--- config.mk ---
export PLATFORM = sky130hd
export DESIGN_NAME = issue_scoreboard_flat
export DESIGN_NICKNAME = d
export VERILOG_FILES = /design/src/rtl/issue_scoreboard_pkg.sv /design/src/rtl/issue_scoreboard_if.sv /design/src/rtl/issue_scoreboard_popcount.sv /design/src/rtl/issue_scoreboard.sv /design/src/flat_wrapper.sv
export SDC_FILE = /design/constraint.sdc
export NUM_CORES = 1
export LEC_CHECK = 0
export BUFFER_PORTS_ARGS = -buffer_cell sky130_fd_sc_hd__buf_2
export CORE_MARGIN = 4
export CORE_UTILIZATION = 40
export DETAILED_ROUTE_END_ITERATION = 10
export GPL_ROUTABILITY_DRIVEN = 0
export GPL_TIMING_DRIVEN = 0
export SETUP_SLACK_MARGIN = 0.02
export SLEW_MARGIN = 20
export SYNTH_ARGS = -nofsm -noshare
export SYNTH_HDL_FRONTEND = slang
export SYNTH_SLANG_ARGS = --single-unit
--- constraint.sdc ---
create_clock -name clk -period 15.4 [get_ports clk]
set_input_delay 0.77 -clock clk [delete_from_list [all_inputs] [get_ports clk]]
set_output_delay 0.77 -clock clk [all_outputs]
set_load 0.02 [all_outputs]
--- src/rtl/issue_scoreboard_pkg.sv ---
// Shared definitions for the issue scoreboard: unit type codes, register
// file size and the "long" (multi-cycle result) predicate.
package issue_scoreboard_pkg;

    localparam int REG_NUM = 32;

    typedef enum logic [3:0] {
        UT_ALU    = 4'd0,
        UT_BR     = 4'd1,
        UT_DIV    = 4'd2,
        UT_PRIV   = 4'd3,
        UT_MUL    = 4'd4,
        UT_DCACHE = 4'd5
    } unit_type_e;

    // Unit types whose result comes back later through a writeback port.
    function automatic logic is_long_type(input logic [3:0] t);
        return (t == 4'(UT_DIV)) || (t == 4'(UT_PRIV)) ||
               (t == 4'(UT_MUL)) || (t == 4'(UT_DCACHE));
    endfunction

    // A slot occupies a scoreboard entry only if it really writes a
    // non-zero destination through a long-latency unit.
    function automatic logic is_long(input logic regwrite, input logic [4:0] rd,
                                     input logic [3:0] t);
        return regwrite && (rd != 5'd0) && is_long_type(t);
    endfunction

endpackage

--- src/rtl/issue_scoreboard_if.sv ---
// Issue-stage <-> scoreboard bundle.
//   master : issue stage (drives slot fields, issue/writeback strobes)
//   slave  : scoreboard (returns hazards, full, busy state)
// Signals: flush, stall, rj/rk/rd/rdsrc/type/regwrite/if per slot 0/1,
//          wb_valid/wb_rd per writeback port 0/1, haz0/haz1, full,
//          busy_vec[31:0], outstanding[5:0].
interface issue_scoreboard_if;
    logic        flush;
    logic        stall;
    logic [4:0]  rj0, rk0, rd0, rj1, rk1, rd1;
    logic        rdsrc0, rdsrc1;
    logic [3:0]  type0, type1;
    logic        regwrite0, regwrite1;
    logic        if0, if1;
    logic        wb_valid0, wb_valid1;
    logic [4:0]  wb_rd0, wb_rd1;
    logic        haz0, haz1;
    logic        full;
    logic [31:0] busy_vec;
    logic [5:0]  outstanding;

    modport master (
        output flush, stall, rj0, rk0, rd0, rj1, rk1, rd1, rdsrc0, rdsrc1,
               type0, type1, regwrite0, regwrite1, if0, if1,
               wb_valid0, wb_valid1, wb_rd0, wb_rd1,
        input  haz0, haz1, full, busy_vec, outstanding
    );

    modport slave (
        input  flush, stall, rj0, rk0, rd0, rj1, rk1, rd1, rdsrc0, rdsrc1,
               type0, type1, regwrite0, regwrite1, if0, if1,
               wb_valid0, wb_valid1, wb_rd0, wb_rd1,
        output haz0, haz1, full, busy_vec, outstanding
    );
endinterface

--- src/rtl/issue_scoreboard_popcount.sv ---
// sb_popcount: number of set bits in a 32-bit vector.
// Ports: vec[31:0] in, count[5:0] out.
module sb_popcount (
    input  logic [31:0] vec,
    output logic [5:0]  count
);
    always_comb begin
        count = '0;
        for (int i = 0; i < 32; i++) begin
            count = count + 6'(vec[i]);
        end
    end
endmodule

--- src/rtl/issue_scoreboard.sv ---
// issue_scoreboard: tracks destination registers of in-flight long-latency
// instructions for a dual-issue stage and flags RAW / capacity hazards.
// Ports: clk, rstn (synchronous, active-low), sb (issue_scoreboard_if.slave).
// Parameter: OUTS_MAX (1..31) maximum simultaneously busy registers.
// Build option: SCOREBOARD_WB_BYPASS_EN -- registers written back this cycle
// are already seen as free by haz0/haz1/full.
module issue_scoreboard
    import issue_scoreboard_pkg::*;
#(
    parameter int OUTS_MAX = 8
) (
    input  logic              clk,
    input  logic              rstn,
    issue_scoreboard_if.slave sb
);
    localparam logic [5:0] OUTS_LIM = 6'(OUTS_MAX);

    logic [31:0] busy_q;
    logic [5:0]  outstanding_q;

    logic        long0, long1;
    logic        set_req0, set_req1;
    logic        acc0, acc1, new0;
    logic [31:0] clr_mask, base, busy_nxt, hz_busy;
    logic [5:0]  base_cnt, next_cnt, hz_cnt;
    logic        full_w;

    assign long0    = is_long(sb.regwrite0, sb.rd0, sb.type0);
    assign long1    = is_long(sb.regwrite1, sb.rd1, sb.type1);
    assign set_req0 = !sb.stall && sb.if0 && long0;
    assign set_req1 = !sb.stall && sb.if1 && long1;

    // Writebacks are honoured even while the issue stage is stalled.
    always_comb begin
        clr_mask = '0;
        if (sb.wb_valid0) clr_mask[sb.wb_rd0] = 1'b1;
        if (sb.wb_valid1) clr_mask[sb.wb_rd1] = 1'b1;
        clr_mask[0] = 1'b0;
    end

    assign base = busy_q & ~clr_mask;

    sb_popcount u_base_cnt (.vec(base), .count(base_cnt));

    // Sets are applied after clears so a same-cycle set wins. Slot 0 takes
    // priority for the last free entry; a set to an already-busy register
    // (or slot 1 repeating slot 0's rd) consumes no extra capacity.
    assign acc0 = set_req0 && (base[sb.rd0] || (base_cnt < OUTS_LIM));
    assign new0 = acc0 && !base[sb.rd0];
    assign acc1 = set_req1 && (base[sb.rd1] || (acc0 && (sb.rd1 == sb.rd0)) ||
                               ((base_cnt + 6'(new0)) < OUTS_LIM));

    always_comb begin
        busy_nxt = base;
        if (acc0) busy_nxt[sb.rd0] = 1'b1;
        if (acc1) busy_nxt[sb.rd1] = 1'b1;
    end

    sb_popcount u_next_cnt (.vec(busy_nxt), .count(next_cnt));

    always_ff @(posedge clk) begin
        if (!rstn || sb.flush) begin
            busy_q        <= '0;
            outstanding_q <= '0;
        end else begin
            busy_q        <= busy_nxt;
            outstanding_q <= next_cnt;
        end
    end

`ifdef SCOREBOARD_WB_BYPASS_EN
    assign hz_busy = base;
    assign hz_cnt  = base_cnt;
`else
    assign hz_busy = busy_q;
    assign hz_cnt  = outstanding_q;
`endif

    assign full_w = (hz_cnt == OUTS_LIM);

    // Slot 0 also stalls when it would take the last entry while slot 1
    // needs a different one, so the pair never overruns capacity.
    assign sb.haz0 = hz_busy[sb.rj0] | hz_busy[sb.rk0] | (sb.rdsrc0 & hz_busy[sb.rd0]) |
                     (long0 & full_w) |
                     (long0 & (hz_cnt == OUTS_LIM - 6'd1) & long1 & (sb.rd1 != sb.rd0));
    assign sb.haz1 = hz_busy[sb.rj1] | hz_busy[sb.rk1] | (sb.rdsrc1 & hz_busy[sb.rd1]) |
                     (long1 & full_w);

    assign sb.full        = full_w;
    assign sb.busy_vec    = busy_q;
    assign sb.outstanding = outstanding_q;

endmodule

--- src/flat_wrapper.sv ---
// flat-port wrapper written by rule: the top's interface ports become plain ports
module issue_scoreboard_flat import issue_scoreboard_pkg::*;
#(
    parameter int OUTS_MAX = 8
)
  (clk, rstn, sb_flush, sb_stall, sb_rj0, sb_rk0, sb_rd0, sb_rj1, sb_rk1, sb_rd1, sb_rdsrc0, sb_rdsrc1, sb_type0, sb_type1, sb_regwrite0, sb_regwrite1, sb_if0, sb_if1, sb_wb_valid0, sb_wb_valid1, sb_wb_rd0, sb_wb_rd1, sb_haz0, sb_haz1, sb_full, sb_busy_vec, sb_outstanding);
  issue_scoreboard_if sb_i ();
  input  logic clk;
  input  logic rstn;
  input wire logic [$bits(sb_i.flush)-1:0] sb_flush;
  input wire logic [$bits(sb_i.stall)-1:0] sb_stall;
  input wire logic [$bits(sb_i.rj0)-1:0] sb_rj0;
  input wire logic [$bits(sb_i.rk0)-1:0] sb_rk0;
  input wire logic [$bits(sb_i.rd0)-1:0] sb_rd0;
  input wire logic [$bits(sb_i.rj1)-1:0] sb_rj1;
  input wire logic [$bits(sb_i.rk1)-1:0] sb_rk1;
  input wire logic [$bits(sb_i.rd1)-1:0] sb_rd1;
  input wire logic [$bits(sb_i.rdsrc0)-1:0] sb_rdsrc0;
  input wire logic [$bits(sb_i.rdsrc1)-1:0] sb_rdsrc1;
  input wire logic [$bits(sb_i.type0)-1:0] sb_type0;
  input wire logic [$bits(sb_i.type1)-1:0] sb_type1;
  input wire logic [$bits(sb_i.regwrite0)-1:0] sb_regwrite0;
  input wire logic [$bits(sb_i.regwrite1)-1:0] sb_regwrite1;
  input wire logic [$bits(sb_i.if0)-1:0] sb_if0;
  input wire logic [$bits(sb_i.if1)-1:0] sb_if1;
  input wire logic [$bits(sb_i.wb_valid0)-1:0] sb_wb_valid0;
  input wire logic [$bits(sb_i.wb_valid1)-1:0] sb_wb_valid1;
  input wire logic [$bits(sb_i.wb_rd0)-1:0] sb_wb_rd0;
  input wire logic [$bits(sb_i.wb_rd1)-1:0] sb_wb_rd1;
  output wire logic [$bits(sb_i.haz0)-1:0] sb_haz0;
  output wire logic [$bits(sb_i.haz1)-1:0] sb_haz1;
  output wire logic [$bits(sb_i.full)-1:0] sb_full;
  output wire logic [$bits(sb_i.busy_vec)-1:0] sb_busy_vec;
  output wire logic [$bits(sb_i.outstanding)-1:0] sb_outstanding;
  assign sb_i.flush = sb_flush;
  assign sb_i.stall = sb_stall;
  assign sb_i.rj0 = sb_rj0;
  assign sb_i.rk0 = sb_rk0;
  assign sb_i.rd0 = sb_rd0;
  assign sb_i.rj1 = sb_rj1;
  assign sb_i.rk1 = sb_rk1;
  assign sb_i.rd1 = sb_rd1;
  assign sb_i.rdsrc0 = sb_rdsrc0;
  assign sb_i.rdsrc1 = sb_rdsrc1;
  assign sb_i.type0 = sb_type0;
  assign sb_i.type1 = sb_type1;
  assign sb_i.regwrite0 = sb_regwrite0;
  assign sb_i.regwrite1 = sb_regwrite1;
  assign sb_i.if0 = sb_if0;
  assign sb_i.if1 = sb_if1;
  assign sb_i.wb_valid0 = sb_wb_valid0;
  assign sb_i.wb_valid1 = sb_wb_valid1;
  assign sb_i.wb_rd0 = sb_wb_rd0;
  assign sb_i.wb_rd1 = sb_wb_rd1;
  assign sb_haz0 = sb_i.haz0;
  assign sb_haz1 = sb_i.haz1;
  assign sb_full = sb_i.full;
  assign sb_busy_vec = sb_i.busy_vec;
  assign sb_outstanding = sb_i.outstanding;
  issue_scoreboard #(.OUTS_MAX(OUTS_MAX)) u_core (.clk(clk), .rstn(rstn), .sb(sb_i));
endmodule
==> flow_metrics.env <==
export IMPL_outcome="finished, final reports clean"
export IMPL_antennaDiodeCount=0
export IMPL_worst_pin_slew_ps=1160
export IMPL_place_ws_ps=2400
export IMPL_syn_num_nets=782
export IMPL_start_util_pct=41.1
export IMPL_ant_nets=0
export IMPL_cts_hold_buf=0
export IMPL_die_w_microns=133
export IMPL_slowest_delay_ps=1030
export IMPL_antenna_found_initial=0
export IMPL_crit_path_end_kind="flip-flop"
export IMPL_maxCapViolCount=0
export IMPL_worstPathMaxFanout=10
export IMPL_fin_ws_ps=2460
export IMPL_combinationalPowerShare_pct=25.0
export IMPL_timing_rr_end="u_core.sb.outstanding[4]"
export IMPL_slew_headroom_pct=22.2
export IMPL_ys_types=77
export IMPL_grt_first_pass_wirelength_mm=38.6
export IMPL_grt_max_degree=13
export IMPL_cts_tree="built"
export IMPL_io_buffers=85
export IMPL_cp_startpoint="sb_wb_valid1"
export IMPL_cts_root_buf="clkbuf_16"
export IMPL_setup_violations=0
export IMPL_rsz0062_at_grt="false"
export IMPL_endpoint="u_core.sb.outstanding[4]"
export IMPL_p_clk_share_pct=38.8
export IMPL_drt_iter0_drc=1203
export IMPL_p_sw_share_pct=31.2
export IMPL_fp_row_count=45
export IMPL_final_setup_tns_ps=0
export IMPL_area_delta_synth_final_pct=13.4
export IMPL_seqPwrFrac_pct=36.2
export IMPL_leakage_nw=2.96
export IMPL_globalRouteTotalUtil_pct=28.4
export IMPL_htreeDepth=2
export IMPL_clock_fmax_ghz=0.0773
export IMPL_intPower_uw=188
export IMPL_r2r_start="u_core.sb.busy_vec[12]"
export IMPL_synth_area_sq_um=6290
export IMPL_finalWirelength_mm=25.7
export IMPL_die_h_microns=133
export IMPL_drc=0
export IMPL_max_vdd_ir_drop_uv=49.6
export IMPL_hold_viol=0
export IMPL_core_sq_um=15300
export IMPL_holdWs_ps=863
export IMPL_crit_path_frequent_cell="fa_1"
export IMPL_drive_gt1_share_pct=26.6
export IMPL_wl_per_cell_microns=26.7
export IMPL_power_switching_uw=85.4
export IMPL_num_io_pins=101
export IMPL_vias=6636
export IMPL_first_pass_iters=9
export IMPL_crit_type="in2reg"
export IMPL_postCtsResizedCells=0
export IMPL_post_route_period_util_pct=84.0
export IMPL_fin_skew_ps=7.57
export IMPL_avgSynthCellArea_sq_um=9.53
export IMPL_rr_worst_depth=32
export IMPL_synth_seq_cells=38
export IMPL_cp_arrival_ps=13090
export IMPL_overflow=0
export IMPL_cp_data_required_time_ps=15550
export IMPL_final_min_clock_period_ps=12940
export IMPL_nets=874
export IMPL_hold_class="in2reg"
export IMPL_synth_edf_count=0
export IMPL_synthFlopType="dfxtp_1"
export IMPL_power_total_uw=273
export IMPL_crit_slowest_cell="a2111oi_1"
export IMPL_clk_latency_ps=290
export IMPL_grt_pass1_vias=6497
export IMPL_start_kind="primary input"
export IMPL_reg2reg_slack_ps=3570
export IMPL_yosysWarningCount=0
export IMPL_cts_sinks=38
export IMPL_die_area_sq_um=17800
export IMPL_clkSlewWorstSetupHoldPaths_ps=60
export IMPL_ys_seq_area_share_pct=12.1
export IMPL_synthArstFlopShare_pct=0
export IMPL_synthCells=660
export IMPL_dp_hpwl_mm=19.6
export IMPL_post_cts_buffers=0
export IMPL_numCtsBuffers=5
export IMPL_power_density_nw_per_um2=38.3
export IMPL_vias_per_cell=6.88
export IMPL_clockBufferDepth=2
export IMPL_timing_final_max_slew_violations=0
-- registers in the layout (all words and copies together), names as in the netlist --
| signal | count |
|---|---|
| u_core.sb.busy_vec | 32 |
| u_core.sb.outstanding | 6 |
-- worst min-delay path by stage --
| stage | startpoint | endpoint | slack (ps) | cells past startpoint |
|---|---|---|---|---|
| 3_3_place_gp | u_core.sb.busy_vec[25] | u_core.sb.busy_vec[25] | 920 | 2 |
| 4_1_cts | sb_flush | u_core.sb.outstanding[5] | 860 | 4 |
| 3_5_place_dp | u_core.sb.busy_vec[25] | u_core.sb.busy_vec[25] | 900 | 2 |
| 5_1_grt | sb_flush | u_core.sb.outstanding[5] | 900 | 4 |
| 6_report | sb_flush | u_core.sb.outstanding[5] | 860 | 4 |
| 2_1_floorplan | u_core.sb.busy_vec[0] | u_core.sb.busy_vec[0] | 650 | 2 |
-- cells by family (layout without fill, tap and decap cells) --
kind of cell             after synthesis  in the layout  synth area share (%)
AND/OR/NAND/NOR                      215            215                  19.7
adder cells (fa/ha/maj)               62             62                  18.1
buffers and inverters                115            208                  7.20
flip-flops                            38             38                  12.1
AO/OA/AOI/OAI                        147            147                  18.3
XOR/XNOR                              11             11                  1.53
multiplexers                          72             72                  23.1
-- per-layer routing --
layer  share of wire [%]  track usage (%)  up-vias  wire (microns)
li1                    -                -     2722               -
met1                  37             37.4     3142            9600
met2                  42             42.3      628           10800
met3                  14             8.31      144            3540
met4                 6.8             14.9        0            1740
met5                   0                0        -               0
-- placed cells by master, fill, tap and decap left out, types with 9 or more instances in the layout --
| master | count |
|---|---|
| dfxtp_1 | 38 |
| a31oi_1 | 18 |
| o22ai_1 | 12 |
| nor3_1 | 17 |
| o221a_2 | 10 |
| a21oi_1 | 26 |
| nor2_1 | 26 |
| fa_1 | 48 |
| buf_2 | 95 |
| mux2i_1 | 9 |
| o221ai_1 | 18 |
| and2_1 | 12 |
| clkbuf_1 | 28 |
| nand2b_1 | 11 |
| nand3_1 | 33 |
| ha_1 | 14 |
| mux4_2 | 58 |
| nand2_1 | 45 |
| nand4_1 | 9 |
| inv_1 | 69 |
-- layout make-up --
cell class              instances  area, sq um
fillers                      1509         8180
multi-input cells             507         5080
flip-flops and latches         38          761
repair buffers                 85          425
well taps                     211          264
inverters                      70          263
plain buffers                  45          190
clock buffers                   6          139
clock inverters                 2         12.5
-- power groups by stage --
stage	sequential (mW)	combinational [mW]	clock (mW)
2_1_floorplan	0.101	0.0451	0
4_1_cts	0.0990	0.0665	0.106
5_1_grt	0.0990	0.0735	0.111
6_report	0.0990	0.0683	0.106
3_5_place_dp	0.101	0.0664	0
3_3_place_gp	0.101	0.0648	0
-- cells in the mapped netlist, types with 5 or more instances --
cell type | count | share of area [%]
buf_2 | 10 | 0.80
dfxtp_1 | 38 | 12
nand3b_1 | 8 | 0.95
or2_2 | 5 | 0.50
nand3_1 | 33 | 2.6
o221a_2 | 10 | 1.8
mux4_2 | 58 | 21
mux2i_1 | 9 | 1.4
nand2_1 | 45 | 2.7
nand4_1 | 9 | 0.89
a31oi_1 | 18 | 1.8
nor2_1 | 26 | 1.6
nor3_1 | 17 | 1.4
a21o_1 | 5 | 0.60
buf_1 | 5 | 0.30
nand2b_1 | 11 | 1.1
nand4b_1 | 6 | 0.84
xnor2_1 | 7 | 0.97
a2111oi_0 | 5 | 0.70
a21oi_1 | 26 | 2.1
o21ai_0 | 7 | 0.56
nor4b_1 | 5 | 0.70
and2_1 | 12 | 1.2
ha_1 | 14 | 2.8
clkbuf_1 | 28 | 1.7
inv_1 | 69 | 4.1
o221ai_1 | 18 | 2.5
mux2_2 | 5 | 0.89
and3_1 | 8 | 0.80
fa_1 | 48 | 15
o22ai_1 | 12 | 1.2
-- stage by stage --
step	cells	utilization, %	area (sq um)
after floorplan	660	-	6290
after global placement	956	45.6	6980
after detailed placement	956	45.6	6980
after CTS	964	46.6	7130
after global routing	964	46.6	7130
final	964	46.6	7130
-- critical path: cells and delay by family --
| family | cells | cell delay [ps] |
|---|---|---|
| adder cells (fa/ha/maj) | 15 | 6880 |
| XOR/XNOR | 1 | 160 |
| AO/OA/AOI/OAI | 7 | 2920 |
| buffers and inverters | 9 | 990 |
| AND/OR/NAND/NOR | 5 | 1340 |
No activity file was read; power rests on OpenSTA's default activity.
